**config.mk**
```make
export PLATFORM = sky130hd
export DESIGN_NAME = countdown_timer_p_flat
export DESIGN_NICKNAME = d
export VERILOG_FILES = /design/src/rtl/countdown_timer_p_if.sv /design/src/rtl/countdown_timer_p.sv /design/src/flat_wrapper.sv
export SDC_FILE = /design/constraint.sdc
export NUM_CORES = 1
export LEC_CHECK = 0
export BUFFER_PORTS_ARGS = -buffer_cell sky130_fd_sc_hd__buf_2
export CAP_MARGIN = 10
export CELL_PAD_IN_SITES_DETAIL_PLACEMENT = 1
export CELL_PAD_IN_SITES_GLOBAL_PLACEMENT = 2
export CORE_MARGIN = 2
export CORE_UTILIZATION = 35
export DETAILED_ROUTE_END_ITERATION = 6
export PLACE_DENSITY = 0.84
export SLEW_MARGIN = 20
export SYNTH_ARGS = -nofsm -noshare
export SYNTH_HDL_FRONTEND = slang
export SYNTH_SLANG_ARGS = --single-unit
```
**constraint.sdc**
```tcl
create_clock -name clock -period 4.9 [get_ports clock]
set_clock_uncertainty 0.1 [all_clocks]
set_input_delay 0.245 -clock clock [delete_from_list [all_inputs] [get_ports clock]]
set_output_delay 0.245 -clock clock [all_outputs]
set_load 0.01 [all_outputs]
```
**src/rtl/countdown_timer_p_if.sv**
```systemverilog
// Button, setpoint and display bundle for countdown_timer_p.
// master drives buttons/setpoint, slave is the timer itself.
interface countdown_timer_p_if;
  logic        start;
  logic        stop;
  logic        pause;
  logic [6:0]  min;
  logic [6:0]  sec;
  logic        done;
  logic        running;
  logic        paused;
  logic [6:0]  rem_min;
  logic [6:0]  rem_sec;
  logic [15:0] bcd;
  logic        alarm;

  modport master (
    output start, stop, pause, min, sec,
    input  done, running, paused,
    input  rem_min, rem_sec, bcd, alarm
  );

  modport slave (
    input  start, stop, pause, min, sec,
    output done, running, paused,
    output rem_min, rem_sec, bcd, alarm
  );
endinterface

```
**src/rtl/countdown_timer_p.sv**
```systemverilog
// Microwave min:sec countdown timer with 1 Hz prescaler and BCD bus.
// Optional expiry alarm enabled by defining TIMER_ALARM_EN.
module countdown_timer_p #(
  parameter int TICKS_PER_SEC = 100_000_000,
  parameter int MIN_MAX       = 99,
  parameter int ALARM_SECS    = 5
) (
  input logic clock,
  input logic reset,
  countdown_timer_p_if.slave s
);
  localparam int PW = $clog2(TICKS_PER_SEC);
  localparam logic [PW-1:0] PRE_TC = PW'(TICKS_PER_SEC - 1);
  localparam logic [6:0] MINC = 7'(MIN_MAX);

  typedef enum logic [1:0] {IDLE, RUN, PAUSE} state_e;

  state_e        state_q, state_d;
  logic [PW-1:0] pre_q, pre_d;
  logic [6:0]    rmin_q, rmin_d;
  logic [6:0]    rsec_q, rsec_d;
  logic          done_q, done_d;
  logic [2:0]    hist_q;
  logic [2:0]    btn;
  logic          st_e, sp_e, pa_e;
  logic [6:0]    min_c, sec_c;
  logic          tick, expire;

  assign btn = {s.start, s.stop, s.pause};
  assign {st_e, sp_e, pa_e} = btn & ~hist_q;

  assign min_c = (s.min > MINC) ? MINC : s.min;
  assign sec_c = (s.sec > 7'd59) ? 7'd59 : s.sec;

  assign tick   = (pre_q == PRE_TC);
  assign expire = tick && (rmin_q == 7'd0)
               && (rsec_q <= 7'd1);

  always_comb begin
    state_d = state_q;
    pre_d   = pre_q;
    rmin_d  = rmin_q;
    rsec_d  = rsec_q;
    done_d  = 1'b0;
    unique case (state_q)
      IDLE: begin
        rmin_d = min_c;
        rsec_d = sec_c;
        if (st_e && (min_c != 7'd0 ||
                     sec_c != 7'd0)) begin
          state_d = RUN;
          pre_d   = '0;
        end
      end
      RUN: begin
        pre_d = tick ? '0 : pre_q + PW'(1);
        if (tick) begin
          if (rsec_q != 7'd0) begin
            rsec_d = rsec_q - 7'd1;
          end else begin
            rmin_d = rmin_q - 7'd1;
            rsec_d = 7'd59;
          end
        end
        if (sp_e) begin
          state_d = IDLE;
          rmin_d  = '0;
          rsec_d  = '0;
          pre_d   = '0;
        end else if (expire) begin
          state_d = IDLE;
          done_d  = 1'b1;
        end else if (pa_e) begin
          state_d = PAUSE;
        end
      end
      PAUSE: begin
        if (sp_e) begin
          state_d = IDLE;
          rmin_d  = '0;
          rsec_d  = '0;
          pre_d   = '0;
        end else if (pa_e || st_e) begin
          state_d = RUN;
        end
      end
      default: state_d = IDLE;
    endcase
  end

  // history loads during reset so a held button never fires
  always_ff @(posedge clock) begin
    hist_q <= btn;
    if (!reset) begin
      state_q <= IDLE;
      pre_q   <= '0;
      rmin_q  <= '0;
      rsec_q  <= '0;
      done_q  <= 1'b0;
    end else begin
      state_q <= state_d;
      pre_q   <= pre_d;
      rmin_q  <= rmin_d;
      rsec_q  <= rsec_d;
      done_q  <= done_d;
    end
  end

  function automatic logic [7:0] to_bcd(
    input logic [6:0] v
  );
    return {4'(v / 7'd10), 4'(v % 7'd10)};
  endfunction

  assign s.done    = done_q;
  assign s.running = (state_q == RUN);
  assign s.paused  = (state_q == PAUSE);
  assign s.rem_min = rmin_q;
  assign s.rem_sec = rsec_q;
  assign s.bcd     = {to_bcd(rmin_q), to_bcd(rsec_q)};

`ifdef TIMER_ALARM_EN
  localparam int ACYC = ALARM_SECS * TICKS_PER_SEC;
  localparam int AW   = $clog2(ACYC);

  logic          alarm_q, alarm_d;
  logic [AW-1:0] acnt_q, acnt_d;

  always_comb begin
    alarm_d = alarm_q;
    acnt_d  = acnt_q;
    if (done_d) begin
      alarm_d = 1'b1;
      acnt_d  = '0;
    end else if (alarm_q) begin
      if (st_e || sp_e || pa_e) begin
        alarm_d = 1'b0;
      end else if (acnt_q == AW'(ACYC - 1)) begin
        alarm_d = 1'b0;
      end else begin
        acnt_d = acnt_q + AW'(1);
      end
    end
  end

  always_ff @(posedge clock) begin
    if (!reset) begin
      alarm_q <= 1'b0;
      acnt_q  <= '0;
    end else begin
      alarm_q <= alarm_d;
      acnt_q  <= acnt_d;
    end
  end

  assign s.alarm = alarm_q;
`else
  // constant 0; the compare only keeps ALARM_SECS referenced
  assign s.alarm = (ALARM_SECS < 0);
`endif

endmodule

```
**src/flat_wrapper.sv**
```systemverilog
// flat-port wrapper written by rule: the top's interface ports become plain ports
module countdown_timer_p_flat 
#(
  parameter int TICKS_PER_SEC = 100_000_000,
  parameter int MIN_MAX       = 99,
  parameter int ALARM_SECS    = 5
)
  (clock, reset, s_start, s_stop, s_pause, s_min, s_sec, s_done, s_running, s_paused, s_rem_min, s_rem_sec, s_bcd, s_alarm);
  countdown_timer_p_if s_i ();
  input logic clock;
  input logic reset;
  input wire logic [$bits(s_i.start)-1:0] s_start;
  input wire logic [$bits(s_i.stop)-1:0] s_stop;
  input wire logic [$bits(s_i.pause)-1:0] s_pause;
  input wire logic [$bits(s_i.min)-1:0] s_min;
  input wire logic [$bits(s_i.sec)-1:0] s_sec;
  output wire logic [$bits(s_i.done)-1:0] s_done;
  output wire logic [$bits(s_i.running)-1:0] s_running;
  output wire logic [$bits(s_i.paused)-1:0] s_paused;
  output wire logic [$bits(s_i.rem_min)-1:0] s_rem_min;
  output wire logic [$bits(s_i.rem_sec)-1:0] s_rem_sec;
  output wire logic [$bits(s_i.bcd)-1:0] s_bcd;
  output wire logic [$bits(s_i.alarm)-1:0] s_alarm;
  assign s_i.start = s_start;
  assign s_i.stop = s_stop;
  assign s_i.pause = s_pause;
  assign s_i.min = s_min;
  assign s_i.sec = s_sec;
  assign s_done = s_i.done;
  assign s_running = s_i.running;
  assign s_paused = s_i.paused;
  assign s_rem_min = s_i.rem_min;
  assign s_rem_sec = s_i.rem_sec;
  assign s_bcd = s_i.bcd;
  assign s_alarm = s_i.alarm;
  countdown_timer_p #(.TICKS_PER_SEC(TICKS_PER_SEC), .MIN_MAX(MIN_MAX), .ALARM_SECS(ALARM_SECS)) u_core (.clock(clock), .reset(reset), .s(s_i));
endmodule
```
### Word-level counts from Yosys, hierarchy flattened

Cells that the tools add are included.
W data, S select, Z words.

* add/sub/neg operators: 3
* $mul: 0
* divide/modulo/power cells: 4
* $lt $le $gt $ge: 3
* equality and inequality tests: 9
* shift-type cells: 0
* multiplexer cells: 24
* bitwise gates (word level): 4
* reduce and logical (&&, ||, !) cells: 16

Operators with widths (count)
* $mux W27: 4
* $pmux W27 S3: 1
* $mux W7: 9
* $pmux W7 S3: 2
* $add A27 B1 Y27 const B: 1
* $eq A27 B27 Y1 const B: 1
* $reduce_bool A7 Y1: 3
* $div A7 B4 Y7 const B: 2
* $mod A7 B4 Y7 const B: 2
* $sub A7 B1 Y7 const B: 2
* $mux W2: 6
* $reduce_and A3 Y1: 3
* $gt A7 B6 Y1 const B: 1
* $gt A7 B7 Y1 const B: 1
* $le A7 B1 Y1 const B: 1
* $logic_not A7 Y1: 1
* $ne A3 B1 Y1 const B: 2
* $pmux W2 S3: 1
* $ne A2 B1 Y1 const B: 2
* $ne A4 B1 Y1 const B: 1
* $reduce_and A4 Y1: 1
* $and A3 B3 Y3: 1
* $logic_and A1 B1 Y1: 3
* $ne A3 B2 Y1 const B: 1
* other kinds (9): 11

* register bits after elaboration: 47
* bits in latches: 0
* bits in writable memories: 0
* ROM bits: 0
* word-level logic and storage cells: 69
* memories: 0

### Logic depth before layout (Yosys ltp)

Gate-level depths: netlist of the first run.

* depth in word-level cells: 7
* depth in mapped cells: 14
* mapped depth without buffers: 12

### Least setup slack after synthesis of the first run

OpenSTA, ideal clock, no wires.

* kind: register -> output
* start: reg u_core.rsec_q[2], in the netlist u_core.s.rem_sec[2]
* end: out s_bcd[2]
* arrival: 2.910 ns
* data required time: 4.555 ns
* setup slack: 1.645 ns
* stages on the path, launching flop included: 12
* cells stage by stage: dfxtp_1 -> clkbuf_1 -> nor2_1 -> a21oi_1 -> or3_1 -> xnor2_1 -> ha_1 -> clkbuf_1 -> a21o_1 -> o211ai_1 -> a211oi_1 -> mux2i_1

* longest elaborated chain between the ends: 1

Ends and longest elaborated chain
* start: declaration: RTL line countdown_timer_p.sv:21 `logic [6:0] rsec_q, rsec_d;`
* start signal: assignment: RTL line countdown_timer_p.sv:104 `rsec_q <= rsec_d;`
* $mod A7 B4 Y7: RTL line countdown_timer_p.sv:112 `return {4'(v / 7'd10), 4'(v % 7'd10)};`
* end: declaration: RTL line flat_wrapper.sv:22 `output wire logic [$bits(s_i.bcd)-1:0] s_bcd;`

No other way between the ends.

### Worst setup path in the final report of the first run

* start: reg u_core.rsec_q[5], in the netlist u_core.s.rem_sec[5]
* end: out s_bcd[2]

Same word-level chain as after synthesis.

==> flow_results.xml, run 1 <==
<?xml version="1.0" encoding="UTF-8"?>
<metrics>
  <group name="sta">
    <metric name="hold_viol_final" unit="">0</metric>
    <metric name="tmin_final" unit="ns">3.91</metric>
    <metric name="timing.final.setup_violations" unit="">0</metric>
    <metric name="finalCritPeriodShare" unit="">0.798</metric>
    <metric name="timing_worst_slew_pin_value" unit="ns">0.692</metric>
    <metric name="fmax" unit="MHz">256</metric>
    <metric name="relSlewSlack" unit="">0.538</metric>
    <metric name="fin_ws" unit="ns">0.990</metric>
    <metric name="grt_setup_unrepaired" unit="">false</metric>
    <metric name="drv_slew" unit="">0</metric>
    <metric name="setup-tns-final" unit="ns">0</metric>
  </group>
  <group name="global_route">
    <metric name="antenna_violations_before_repair" unit="">0</metric>
    <metric name="gr-usage-all-layers" unit="">0.193</metric>
    <metric name="congestion_overflow_gr" unit="">0</metric>
    <metric name="grt_start_max_net_pins" unit="">28</metric>
    <metric name="grt_pass1_wl" unit="mm">17.8</metric>
    <metric name="first_global_vias" unit="">3622</metric>
  </group>
  <group name="route">
    <metric name="route.detailed.drc" unit="">0</metric>
    <metric name="ant_nets" unit="">0</metric>
    <metric name="via_count" unit="">3595</metric>
    <metric name="wirelength" unit="mm">10.5</metric>
    <metric name="first_iter_violations" unit="">65</metric>
    <metric name="average_vias_per_placed_instance" unit="">5.49</metric>
    <metric name="wire_per_inst" unit="um">16.0</metric>
    <metric name="drtPass1Iterations" unit="">6</metric>
  </group>
  <group name="logic_synthesis">
    <metric name="cells_after_synthesis" unit="">490</metric>
    <metric name="yosysSeqAreaShare" unit="">0.263</metric>
    <metric name="synthFlopType" unit="">dfxtp_1</metric>
    <metric name="ys_ff_latch" unit="">47</metric>
    <metric name="avgSynthCellArea" unit="um^2">7.31</metric>
    <metric name="ys.warnings.count" unit="">0</metric>
    <metric name="proportion_of_synthesized_flip_flops_having_asynchronous_set_or_reset" unit="">0</metric>
    <metric name="synthesized_net_count" unit="">523</metric>
    <metric name="number_of_synthesized_flops_with_an_enable_pin" unit="">0</metric>
    <metric name="synthesis.area" unit="mm^2">0.00358</metric>
    <metric name="yosysUniqueCellTypes" unit="">68</metric>
  </group>
  <group name="worst_setup_path">
    <metric name="critical_path.n_buffers_inverters" unit="">1</metric>
    <metric name="path_class" unit="">reg -&gt; out</metric>
    <metric name="cp_slowest_cell" unit="">dfxtp_1</metric>
    <metric name="worst-endpoint-required" unit="ns">4.55</metric>
    <metric name="cp_common_cell" unit="">a21oi_1</metric>
    <metric name="worst-endpoint-arrival" unit="ns">3.57</metric>
    <metric name="worstSetupEndpointType" unit="">primary output</metric>
    <metric name="critical_path_start_type" unit="">register</metric>
    <metric name="critical_path.max_stage_delay" unit="ns">0.68</metric>
    <metric name="worst_path_dominant_cell_family" unit="">compound AO/OA/AOI/OAI gates</metric>
    <metric name="worstPathMaxFanout" unit="">18</metric>
    <metric name="cp_cell_sequence" unit="">nand2b_1 -&gt; a21oi_1 -&gt; nor2_1 -&gt; or3_1 -&gt; xnor2_1 -&gt; ha_1 -&gt; nor2_1 -&gt; a21oi_1 -&gt; a21oi_1 -&gt; a211oi_1 -&gt; mux2i_1 -&gt; buf_2</metric>
  </group>
  <group name="clocking">
    <metric name="cts_buffers" unit="">5</metric>
    <metric name="cts_sinks" unit="">47</metric>
    <metric name="htree_levels" unit="">2</metric>
    <metric name="cts_buffer_depth" unit="">2</metric>
    <metric name="clock_transition_time_at_the_flip_flop_clock_pins_of_the_worst_setup_and_hold_paths" unit="ns">0.10</metric>
    <metric name="clock_latency" unit="ns">0.31</metric>
    <metric name="cts_tree" unit="">done</metric>
    <metric name="clockRootBuffer" unit="">clkbuf_8</metric>
  </group>
  <group name="pwr">
    <metric name="p_per_area" unit="mW/mm^2">486</metric>
    <metric name="leakagePower" unit="nW">1.49</metric>
    <metric name="ir_worst_vdd" unit="mV">0.220</metric>
  </group>
  <group name="floorplanning">
    <metric name="top_level_ports" unit="">53</metric>
    <metric name="floorplan.rows" unit="">36</metric>
    <metric name="initial_core_util" unit="">0.363</metric>
    <metric name="die_y" unit="um">105</metric>
    <metric name="core_area" unit="mm^2">0.00986</metric>
    <metric name="die_x" unit="um">105</metric>
    <metric name="die_area" unit="mm^2">0.0111</metric>
  </group>
  <group name="final_layout">
    <metric name="num-fill-cells" unit="">1253</metric>
    <metric name="design.final.nets" unit="">554</metric>
    <metric name="most_used_cells_in_the_layout_excluding_fill_and_tap_cells" unit="">nor2_1, buf_2, dfxtp_1</metric>
    <metric name="layout.cells.most_common" unit="">nor2_1</metric>
    <metric name="area_growth" unit="%">13.0</metric>
    <metric name="final_layout_size_suffix_gt1_frac" unit="">0.136</metric>
    <metric name="insertedDiodeCount" unit="">0</metric>
  </group>
  <group name="place">
    <metric name="dpl_worst_slack" unit="ns">1.32</metric>
    <metric name="port_buffers" unit="">51</metric>
    <metric name="place_hpwl" unit="mm">7.75</metric>
    <metric name="routabilityCongestion" unit="">0.872</metric>
  </group>
  <group name="run">
    <metric name="max-cap-violations" unit="">0</metric>
  </group>
  <group name="status">
    <metric name="status" unit="">completed</metric>
  </group>
  <group name="worst_hold_path">
    <metric name="hp-class" unit="">in -&gt; reg</metric>
  </group>
</metrics>
[through the flow]
step / instance area (um^2) / total power [W] / hold slack, ns / util / std cells
after CTS: 4050 / 0.00199 / 0.190 / 0.410 / 655
after global placement: 3880 / 0.00161 / 0.263 / 0.394 / 644
after global routing: 4050 / 0.00215 / 0.219 / 0.410 / 655
final: 4050 / 0.00197 / 0.192 / 0.410 / 655
after detailed placement: 3880 / 0.00163 / 0.269 / 0.394 / 644
after floorplan: 3580 / 0.00130 / 0.173 / - / 490
[Yosys cell counts (9+ instances only)]
cell      count  area, um^2
o21ai_0      33         165
xnor2_1      27         236
nand4_1       9        56.3
inv_1        22        82.6
nor2_1       57         214
nand2b_1      9        56.3
ha_1         14         175
nand3_1      24         120
nor2b_1      15        93.8
dfxtp_1      47         941
a21oi_1      25         125
nand2_1      41         154
nor4_1       14        87.6
nor3_1       14        70.1
clkbuf_1     24        90.1
[layer usage]
metal	vias to the layer above	global-route usage	part of all wire
li1	1813	-	-
met3	13	0.0250	0.027
met4	0	0.0571	0.015
met2	46	0.327	0.48
met5	-	0	0
met1	1723	0.254	0.48
[state kept, by name, indices dropped and copies added, names as in the netlist]
| name | count |
|---|---|
| u_core.s.done | 1 |
| u_core.s.rem_min | 7 |
| u_core.s.rem_sec | 7 |
| u_core.pre_q | 27 |
| u_core.hist_q | 3 |
| u_core.state_q | 2 |
[logic make-up after synthesis]
kind of cell               count (synthesis)  synth area share
muxes                                      6            0.0168
DFF                                       47             0.263
AOI/OAI and AO/OA                        124             0.231
buffers and inverters                     54            0.0604
and+or+nand+nor                          215             0.308
xor gates and xnor gates                  29            0.0709
other                                      1           0.00105
adders and majority gates                 14            0.0489
[report_power, final]
group / internal (W) / switching [W]
Clock: 0.000204 / 0.000140
Sequential: 0.000424 / 0.000127
Combinational: 0.000442 / 0.000628
[area by class of cell]
cell class / instances / area, um^2 / share of cell area
flip-flops and latches: 47 / 941 / 0.233
clock buffers: 6 / 72.6 / 0.0179
inverters: 22 / 82.6 / 0.0204
clock inverters: 2 / 60.1 / 0.0148
well taps: 133 / 166 / 0.0411
multi-input cells: 389 / 2420 / 0.599
repair buffers: 56 / 300 / 0.0742
[worst min-delay path, cell delays in order]
cell and delay (ns):
buf_2 0.11, o21bai_1 0.07, a31oi_1 0.14
[worst paths after layout]
| kind | cells past startpoint | slack, ns | to | startpoint |
|---|---|---|---|---|
| setup / recovery | 12 | 0.99 | s_bcd[2] | u_core.s.rem_sec[5] |
| hold / removal | 3 | 0.19 | u_core.s.rem_sec[0] | s_sec[0] |
| setup reg to reg | 7 | 2.09 | u_core.pre_q[26] | u_core.state_q[0] |
| hold reg to reg | 2 | 0.41 | u_core.state_q[0] | u_core.state_q[0] |
[repair_timing]
item	CTS	global route
setup buffers	0	0
hold buffers	3	0
hold endpoints to repair	3	0
resized for setup	0	0
No activity file was read; power rests on OpenSTA's default activity.
==> run 2, diff against run 1 <==
--- a/config.mk
+++ b/config.mk
@@ -5,14 +5,15 @@
 export SDC_FILE = /design/constraint.sdc
 export NUM_CORES = 1
 export LEC_CHECK = 0
+export ABC_AREA = 1
 export BUFFER_PORTS_ARGS = -buffer_cell sky130_fd_sc_hd__buf_2
 export CAP_MARGIN = 10
 export CELL_PAD_IN_SITES_DETAIL_PLACEMENT = 1
 export CELL_PAD_IN_SITES_GLOBAL_PLACEMENT = 2
 export CORE_MARGIN = 2
-export CORE_UTILIZATION = 35
+export CORE_UTILIZATION = 28
 export DETAILED_ROUTE_END_ITERATION = 6
-export PLACE_DENSITY = 0.84
+export PLACE_DENSITY = 0.76
 export SLEW_MARGIN = 20
 export SYNTH_ARGS = -nofsm -noshare
 export SYNTH_HDL_FRONTEND = slang
==> constraint.sdc (replaced) <==
create_clock -name clock -period 3.35 [get_ports clock]
set_clock_uncertainty 0.1 [all_clocks]
set_input_delay 0.1675 -clock clock [delete_from_list [all_inputs] [get_ports clock]]
set_output_delay 0.1675 -clock clock [all_outputs]
set_load 0.01 [all_outputs]
==> flow_results.xml, run 2 <==
<?xml version="1.0" encoding="UTF-8"?>
<metrics>
  <group name="worst_setup_path">
    <metric name="critical_path.n_buffers_inverters" unit="">4</metric>
    <metric name="cp_cell_sequence" unit="">nor2_1 -&gt; nand2_1 -&gt; nand2_2 -&gt; nand2_1 -&gt; nand3_1 -&gt; nand2_2 -&gt; nand2_2 -&gt; nand2_1 -&gt; nand2_1 -&gt; inv_1 -&gt; ha_1 -&gt; inv_1 -&gt; nand3_2 -&gt; nand2_1 -&gt; inv_1 -&gt; nand3_1 -&gt; nand2_1 -&gt; buf_2</metric>
    <metric name="critical_path.max_stage_delay" unit="ns">0.35</metric>
    <metric name="cp_common_cell" unit="">nand2_1</metric>
    <metric name="worstPathMaxFanout" unit="">5</metric>
    <metric name="critical_path_start_type" unit="">register</metric>
    <metric name="worstSetupEndpointType" unit="">primary output</metric>
    <metric name="path_class" unit="">reg -&gt; out</metric>
    <metric name="worst_path_dominant_cell_family" unit="">simple AND/OR/NAND/NOR gates</metric>
    <metric name="worst-endpoint-required" unit="ns">3.08</metric>
    <metric name="cp_slowest_cell" unit="">dfxtp_1</metric>
    <metric name="worst-endpoint-arrival" unit="ns">2.61</metric>
  </group>
  <group name="floorplanning">
    <metric name="die_x" unit="um">118</metric>
    <metric name="die_y" unit="um">118</metric>
    <metric name="floorplan.rows" unit="">41</metric>
    <metric name="initial_core_util" unit="">0.288</metric>
    <metric name="die_area" unit="mm^2">0.0140</metric>
    <metric name="core_area" unit="mm^2">0.0127</metric>
    <metric name="top_level_ports" unit="">53</metric>
  </group>
  <group name="status">
    <metric name="status" unit="">completed</metric>
  </group>
  <group name="pwr">
    <metric name="p_per_area" unit="mW/mm^2">926</metric>
    <metric name="share_comb_of_total_power" unit="">0.666</metric>
    <metric name="p_sw" unit="W">0.00207</metric>
    <metric name="sequentialPowerShare" unit="">0.196</metric>
    <metric name="ir_worst_vdd" unit="mV">0.194</metric>
    <metric name="leakagePower" unit="nW">1.80</metric>
    <metric name="p_int" unit="W">0.00188</metric>
    <metric name="power.share.clock" unit="">0.138</metric>
    <metric name="swShare" unit="">0.523</metric>
  </group>
  <group name="sta">
    <metric name="finalCritPeriodShare" unit="">0.860</metric>
    <metric name="timing_worst_slew_pin_value" unit="ns">0.902</metric>
    <metric name="fmax" unit="MHz">347</metric>
    <metric name="drv_slew" unit="">0</metric>
    <metric name="grt_setup_unrepaired" unit="">false</metric>
    <metric name="hold_viol_final" unit="">0</metric>
    <metric name="relSlewSlack" unit="">0.398</metric>
    <metric name="timing.final.setup_violations" unit="">0</metric>
    <metric name="tmin_final" unit="ns">2.88</metric>
    <metric name="setup-tns-final" unit="ns">0</metric>
  </group>
  <group name="logic_synthesis">
    <metric name="synth.most_common_cell" unit="">nand2_1</metric>
    <metric name="ys_top_cells_by_area" unit="">dfxtp_1, nand2_1, inv_1, nand3_1, nor2_1</metric>
    <metric name="synthesized_net_count" unit="">612</metric>
    <metric name="ys.warnings.count" unit="">0</metric>
    <metric name="cells_after_synthesis" unit="">579</metric>
    <metric name="synthFlopType" unit="">dfxtp_1</metric>
    <metric name="synth.top_cell.area_share" unit="">0.258</metric>
    <metric name="synth_area_leader_cell" unit="">dfxtp_1</metric>
    <metric name="synthTopCellsByCount" unit="">nand2_1, inv_1, nor2_1, nand3_1, dfxtp_1</metric>
    <metric name="yosysSeqAreaShare" unit="">0.258</metric>
    <metric name="proportion_of_synthesized_flip_flops_having_asynchronous_set_or_reset" unit="">0</metric>
    <metric name="yosysUniqueCellTypes" unit="">44</metric>
    <metric name="ys_ff_latch" unit="">47</metric>
    <metric name="avgSynthCellArea" unit="um^2">6.31</metric>
    <metric name="synthesis.area" unit="mm^2">0.00365</metric>
    <metric name="number_of_synthesized_flops_with_an_enable_pin" unit="">0</metric>
  </group>
  <group name="clocking">
    <metric name="clock_latency" unit="ns">0.30</metric>
    <metric name="cts_repair_resize_count" unit="">0</metric>
    <metric name="cts_buffer_depth" unit="">2</metric>
    <metric name="cts_tree" unit="">done</metric>
    <metric name="clock_transition_time_at_the_flip_flop_clock_pins_of_the_worst_setup_and_hold_paths" unit="ns">0.06</metric>
    <metric name="cts_buffers" unit="">5</metric>
    <metric name="clockRootBuffer" unit="">clkbuf_16</metric>
    <metric name="htree_levels" unit="">2</metric>
    <metric name="cts_sinks" unit="">47</metric>
  </group>
  <group name="place">
    <metric name="place_hpwl" unit="mm">9.41</metric>
    <metric name="routabilityCongestion" unit="">0.806</metric>
    <metric name="port_buffers" unit="">51</metric>
    <metric name="detailed_place.area" unit="mm^2">0.00408</metric>
    <metric name="numPlacedInstances" unit="">791</metric>
  </group>
  <group name="global_route">
    <metric name="grt_pass1_wl" unit="mm">19.9</metric>
    <metric name="first_global_vias" unit="">4058</metric>
    <metric name="antenna_violations_before_repair" unit="">0</metric>
    <metric name="gr-usage-all-layers" unit="">0.174</metric>
    <metric name="grt_start_max_net_pins" unit="">22</metric>
    <metric name="congestion_overflow_gr" unit="">0</metric>
  </group>
  <group name="route">
    <metric name="drtPass1Iterations" unit="">4</metric>
    <metric name="first_iter_violations" unit="">144</metric>
    <metric name="wire_per_inst" unit="um">14.8</metric>
    <metric name="ant_nets" unit="">0</metric>
    <metric name="route.detailed.drc" unit="">0</metric>
    <metric name="wirelength" unit="mm">11.9</metric>
    <metric name="average_vias_per_placed_instance" unit="">4.96</metric>
    <metric name="via_count" unit="">3974</metric>
  </group>
  <group name="final_layout">
    <metric name="most_used_cells_in_the_layout_excluding_fill_and_tap_cells" unit="">nand2_1, inv_1, nor2_1</metric>
    <metric name="final_layout_size_suffix_gt1_frac" unit="">0.154</metric>
    <metric name="layout.cells.most_common" unit="">nand2_1</metric>
    <metric name="register_bank_with_the_most_flops" unit="">u_core.pre_q</metric>
    <metric name="final_design_instance_area_without_fill" unit="mm^2">0.00427</metric>
    <metric name="area_growth" unit="%">16.8</metric>
    <metric name="num-fill-cells" unit="">1690</metric>
    <metric name="design.final.nets" unit="">662</metric>
    <metric name="largest_reg_flops" unit="">27</metric>
    <metric name="finish.cell_count_without_fillers" unit="">802</metric>
    <metric name="insertedDiodeCount" unit="">0</metric>
  </group>
  <group name="run">
    <metric name="max-cap-violations" unit="">0</metric>
  </group>
  <group name="worst_hold_path">
    <metric name="hp-class" unit="">in -&gt; reg</metric>
  </group>
</metrics>
-- run 2: metrics by stage --
step | power, W | util | setup slack (ns) | hold WS [ns]
finish | 0.00395 | 0.337 | 0.468 | 0.141
global route | 0.00437 | 0.337 | 0.164 | 0.151
CTS | 0.00401 | 0.337 | 0.460 | 0.133
detailed placement | 0.00344 | 0.322 | 0.798 | 0.187
global placement | 0.00337 | 0.322 | 0.879 | 0.187
floorplan | 0.00262 | - | 0.962 | 0.0952
-- run 2: final timing paths --
path	from	to	slack [ns]	depth (start not counted)
worst max-delay path	u_core.s.rem_min[4]	s_bcd[9]	0.47	18
worst min-delay path	reset	u_core.state_q[1]	0.14	3
worst max register to register	u_core.pre_q[0]	u_core.pre_q[8]	0.91	11
worst min register to register	u_core.pre_q[0]	u_core.pre_q[0]	0.40	2
-- run 2: cell type report --
class,count,area (um^2),area share
tap,172,215,0.0504
inverter,81,304,0.0713
sequential,47,941,0.221
multi-input combinational,434,2320,0.544
clock buffer,8,156,0.0367
timing repair buffer,60,330,0.0774
-- run 2: layer usage --
metal	vias up	GRT usage	part of all wire
li1	2005	-	-
met3	16	0.0405	0.033
met5	-	0	0
met2	55	0.298	0.48
met4	0	0.0467	0.017
met1	1898	0.218	0.47
-- run 2: worst register-to-register path, delay by kind of cell, from the launching register on --
family / cells / cell delay (ns)
flip-flops: 1 / 0.37
AND/OR/NAND/NOR: 6 / 0.75
buffers and inverters: 3 / 0.47
AO/OA/AOI/OAI: 1 / 0.40
adder cells (fa/ha/maj): 1 / 0.25
-- run 2: kinds of logic (layout without fill, tap and decap cells) --
logic type,count (synthesis),in the layout,synth area share
AND/OR/NAND/NOR,309,309,0.397
adder cells (fa/ha/maj),14,14,0.0479
AO/OA/AOI/OAI,90,90,0.141
flip-flops,47,47,0.258
buffers and inverters,98,149,0.108
other,1,1,0.00103
XOR/XNOR,20,20,0.0479
-- run 2: timing repair --
| item | 4_1_cts | 5_1_grt |
|---|---|---|
| hold buffers | 3 | 0 |
| buffers inserted | 0 | 0 |
| hold endpoints to repair | 3 | 0 |
-- run 2: power by group through the flow --
stage                     clock [W]  sequential (W)  combinational, W
after CTS                  0.000568        0.000777           0.00266
after global routing       0.000591        0.000792           0.00299
after global placement            0        0.000783           0.00259
after floorplan                   0        0.000789           0.00183
final                      0.000544        0.000775           0.00263
after detailed placement          0        0.000791           0.00265
==> run 3, diff against run 2 <==
--- a/config.mk
+++ b/config.mk
@@ -8,12 +8,12 @@
 export ABC_AREA = 1
 export BUFFER_PORTS_ARGS = -buffer_cell sky130_fd_sc_hd__buf_2
 export CAP_MARGIN = 10
-export CELL_PAD_IN_SITES_DETAIL_PLACEMENT = 1
-export CELL_PAD_IN_SITES_GLOBAL_PLACEMENT = 2
+export CELL_PAD_IN_SITES_DETAIL_PLACEMENT = 0
+export CELL_PAD_IN_SITES_GLOBAL_PLACEMENT = 1
 export CORE_MARGIN = 2
-export CORE_UTILIZATION = 28
+export CORE_UTILIZATION = 37
 export DETAILED_ROUTE_END_ITERATION = 6
-export PLACE_DENSITY = 0.76
+export PLACE_DENSITY = 0.77
 export SLEW_MARGIN = 20
 export SYNTH_ARGS = -nofsm -noshare
 export SYNTH_HDL_FRONTEND = slang
==> flow_results.xml, run 3 (synthesis results as in run 2) <==
<?xml version="1.0" encoding="UTF-8"?>
<metrics>
  <group name="status">
    <metric name="status" unit="">completed</metric>
  </group>
  <group name="worst_setup_path">
    <metric name="critical_path.max_stage_delay" unit="ns">0.45</metric>
    <metric name="rrSetupSlack" unit="ns">0.63</metric>
    <metric name="worstPathMaxFanout" unit="">6</metric>
    <metric name="worst_path_dominant_cell_family" unit="">simple AND/OR/NAND/NOR gates</metric>
    <metric name="worstSetupEndpointType" unit="">primary output</metric>
    <metric name="cp_slowest_cell" unit="">dfxtp_1</metric>
    <metric name="path_class" unit="">reg -&gt; out</metric>
    <metric name="critical_path.reg2reg.startpoint" unit="">u_core.state_q[1]</metric>
    <metric name="critical_path.n_buffers_inverters" unit="">4</metric>
    <metric name="worst-endpoint-arrival" unit="ns">2.62</metric>
    <metric name="critical_path_cell_count" unit="">19</metric>
    <metric name="worst-endpoint-required" unit="ns">3.08</metric>
    <metric name="worst-r2r-cell-count" unit="">8</metric>
    <metric name="cp_common_cell" unit="">nand2_2</metric>
    <metric name="critical_path_start_type" unit="">register</metric>
    <metric name="worstSetupEndpoint" unit="">s_bcd[1]</metric>
    <metric name="timing.rr.end" unit="">u_core.s.rem_min[3]</metric>
    <metric name="cp_cell_sequence" unit="">inv_1 -&gt; a21oi_2 -&gt; nand2_2 -&gt; nand2_2 -&gt; nand2_1 -&gt; nand2_2 -&gt; inv_2 -&gt; nand2_2 -&gt; nand2_2 -&gt; nand2_2 -&gt; nand2_1 -&gt; nand2_1 -&gt; inv_1 -&gt; ha_1 -&gt; nand3b_2 -&gt; nand3_2 -&gt; nand2_1 -&gt; nand2_1 -&gt; buf_2</metric>
    <metric name="cp-startpoint" unit="">u_core.s.rem_sec[4]</metric>
  </group>
  <group name="pwr">
    <metric name="sequentialPowerShare" unit="">0.211</metric>
    <metric name="p_total" unit="W">0.00364</metric>
    <metric name="power.share.clock" unit="">0.098</metric>
    <metric name="p_per_area" unit="mW/mm^2">882</metric>
    <metric name="share_comb_of_total_power" unit="">0.691</metric>
    <metric name="p_sw" unit="W">0.00194</metric>
    <metric name="swShare" unit="">0.533</metric>
    <metric name="p_int" unit="W">0.00170</metric>
    <metric name="leakagePower" unit="nW">1.76</metric>
    <metric name="ir_worst_vdd" unit="mV">0.462</metric>
  </group>
  <group name="final_layout">
    <metric name="layout.cells.most_common" unit="">nand2_1</metric>
    <metric name="area_growth" unit="%">12.9</metric>
    <metric name="layout.core_utilization" unit="">0.426</metric>
    <metric name="num-fill-cells" unit="">1068</metric>
    <metric name="final_layout_size_suffix_gt1_frac" unit="">0.150</metric>
    <metric name="largest_reg_flops" unit="">27</metric>
    <metric name="insertedDiodeCount" unit="">0</metric>
    <metric name="design.final.nets" unit="">659</metric>
    <metric name="register_bank_with_the_most_flops" unit="">u_core.pre_q</metric>
    <metric name="most_used_cells_in_the_layout_excluding_fill_and_tap_cells" unit="">nand2_1, inv_1, nor2_1</metric>
  </group>
  <group name="clocking">
    <metric name="cts_sinks" unit="">47</metric>
    <metric name="clockRootBuffer" unit="">clkbuf_8</metric>
    <metric name="cts_buffer_depth" unit="">2</metric>
    <metric name="hold_buffers" unit="">3</metric>
    <metric name="htree_levels" unit="">2</metric>
    <metric name="clock_latency" unit="ns">0.31</metric>
    <metric name="cts_repair_resize_count" unit="">0</metric>
    <metric name="cts_buffers" unit="">5</metric>
    <metric name="cts_tree" unit="">done</metric>
    <metric name="clock_transition_time_at_the_flip_flop_clock_pins_of_the_worst_setup_and_hold_paths" unit="ns">0.09</metric>
    <metric name="postCtsSetupBuffers" unit="">0</metric>
  </group>
  <group name="floorplanning">
    <metric name="die_area" unit="mm^2">0.0107</metric>
    <metric name="die_x" unit="um">103</metric>
    <metric name="floorplan.rows" unit="">36</metric>
    <metric name="top_level_ports" unit="">53</metric>
    <metric name="core_area" unit="mm^2">0.00968</metric>
    <metric name="initial_core_util" unit="">0.377</metric>
    <metric name="die_y" unit="um">103</metric>
  </group>
  <group name="place">
    <metric name="place_hpwl" unit="mm">7.80</metric>
    <metric name="routabilityCongestion" unit="">0.891</metric>
    <metric name="port_buffers" unit="">51</metric>
  </group>
  <group name="sta">
    <metric name="relSlewSlack" unit="">0.378</metric>
    <metric name="grt_setup_unrepaired" unit="">false</metric>
    <metric name="finalCritPeriodShare" unit="">0.862</metric>
    <metric name="hold_viol_final" unit="">0</metric>
    <metric name="setup-tns-final" unit="ns">0</metric>
    <metric name="drv_slew" unit="">0</metric>
    <metric name="tmin_final" unit="ns">2.89</metric>
    <metric name="timing.final.setup_violations" unit="">0</metric>
    <metric name="fmax" unit="MHz">346</metric>
    <metric name="timing_worst_slew_pin_value" unit="ns">0.928</metric>
  </group>
  <group name="global_route">
    <metric name="grt_pass1_wl" unit="mm">16.3</metric>
    <metric name="grt_start_max_net_pins" unit="">22</metric>
    <metric name="gr-usage-all-layers" unit="">0.188</metric>
    <metric name="first_global_vias" unit="">3559</metric>
    <metric name="antenna_violations_before_repair" unit="">0</metric>
    <metric name="congestion_overflow_gr" unit="">0</metric>
  </group>
  <group name="route">
    <metric name="wire_per_inst" unit="um">12.9</metric>
    <metric name="average_vias_per_placed_instance" unit="">4.98</metric>
    <metric name="ant_nets" unit="">0</metric>
    <metric name="wirelength" unit="mm">9.78</metric>
    <metric name="first_iter_violations" unit="">165</metric>
    <metric name="drtPass1Iterations" unit="">5</metric>
    <metric name="via_count" unit="">3780</metric>
    <metric name="route.detailed.drc" unit="">0</metric>
  </group>
  <group name="worst_hold_path">
    <metric name="hp-class" unit="">in -&gt; reg</metric>
  </group>
  <group name="run">
    <metric name="max-cap-violations" unit="">0</metric>
  </group>
</metrics>
## run 3: cell types whose count changed in the layout (fill, tap and decap cells not counted)
cell       change
clkbuf_16      -5
clkbuf_8       +4
buf_4          -3
clkbuf_1       -1
clkinv_2       +1
## run 3: power by group through the flow
| stage | Sequential (W) | Combinational, W | Clock, W |
|---|---|---|---|
| global route | 0.000785 | 0.00288 | 0.000388 |
| detailed placement | 0.000782 | 0.00252 | 0 |
| floorplan | 0.000789 | 0.00183 | 0 |
| global placement | 0.000779 | 0.00249 | 0 |
| CTS | 0.000769 | 0.00253 | 0.000371 |
| finish | 0.000767 | 0.00251 | 0.000358 |
## run 3: final cells by class
cell class	count	area, um^2	share of cell area
multi-input combinational	434	2320	0.562
sequential	47	941	0.228
timing repair buffer	57	308	0.0746
inverter	81	304	0.0737
tap	133	166	0.0403
clock buffer	6	82.6	0.0200
clock inverter	1	5.00	0.00121
## run 3: stage by stage
step / cells / hold WS (ns) / area (um^2) / setup slack, ns
finish: 759 / 0.122 / 4130 / 0.461
global route: 759 / 0.153 / 4130 / 0.145
CTS: 759 / 0.114 / 4130 / 0.439
detailed placement: 749 / 0.188 / 4010 / 0.697
global placement: 749 / 0.186 / 4010 / 0.705
floorplan: 579 / 0.0952 / 3650 / 0.962
## run 3: worst min-delay path, stage by stage
cell and delay (ns):
buf_2 0.18, nand2_1 0.10, nor2_1 0.03
## run 3: worst min-delay path by stage
stage	to	cells past startpoint	startpoint
final	u_core.state_q[0]	3	reset
after global routing	u_core.state_q[1]	3	reset
after CTS	u_core.state_q[0]	3	reset
after detailed placement	u_core.hist_q[0]	1	s_pause
after global placement	u_core.hist_q[0]	1	s_pause
after floorplan	u_core.hist_q[0]	0	s_pause
## run 3: routing by layer
| layer | track usage | part of all wire | routed length (um) | up-vias |
|---|---|---|---|---|
| met5 | 0 | 0 | 0 | - |
| met4 | 0.0466 | 0.013 | 124 | 0 |
| met3 | 0.0228 | 0.033 | 320 | 11 |
| met2 | 0.336 | 0.48 | 4690 | 74 |
| met1 | 0.239 | 0.47 | 4640 | 1701 |
| li1 | - | - | - | 1994 |
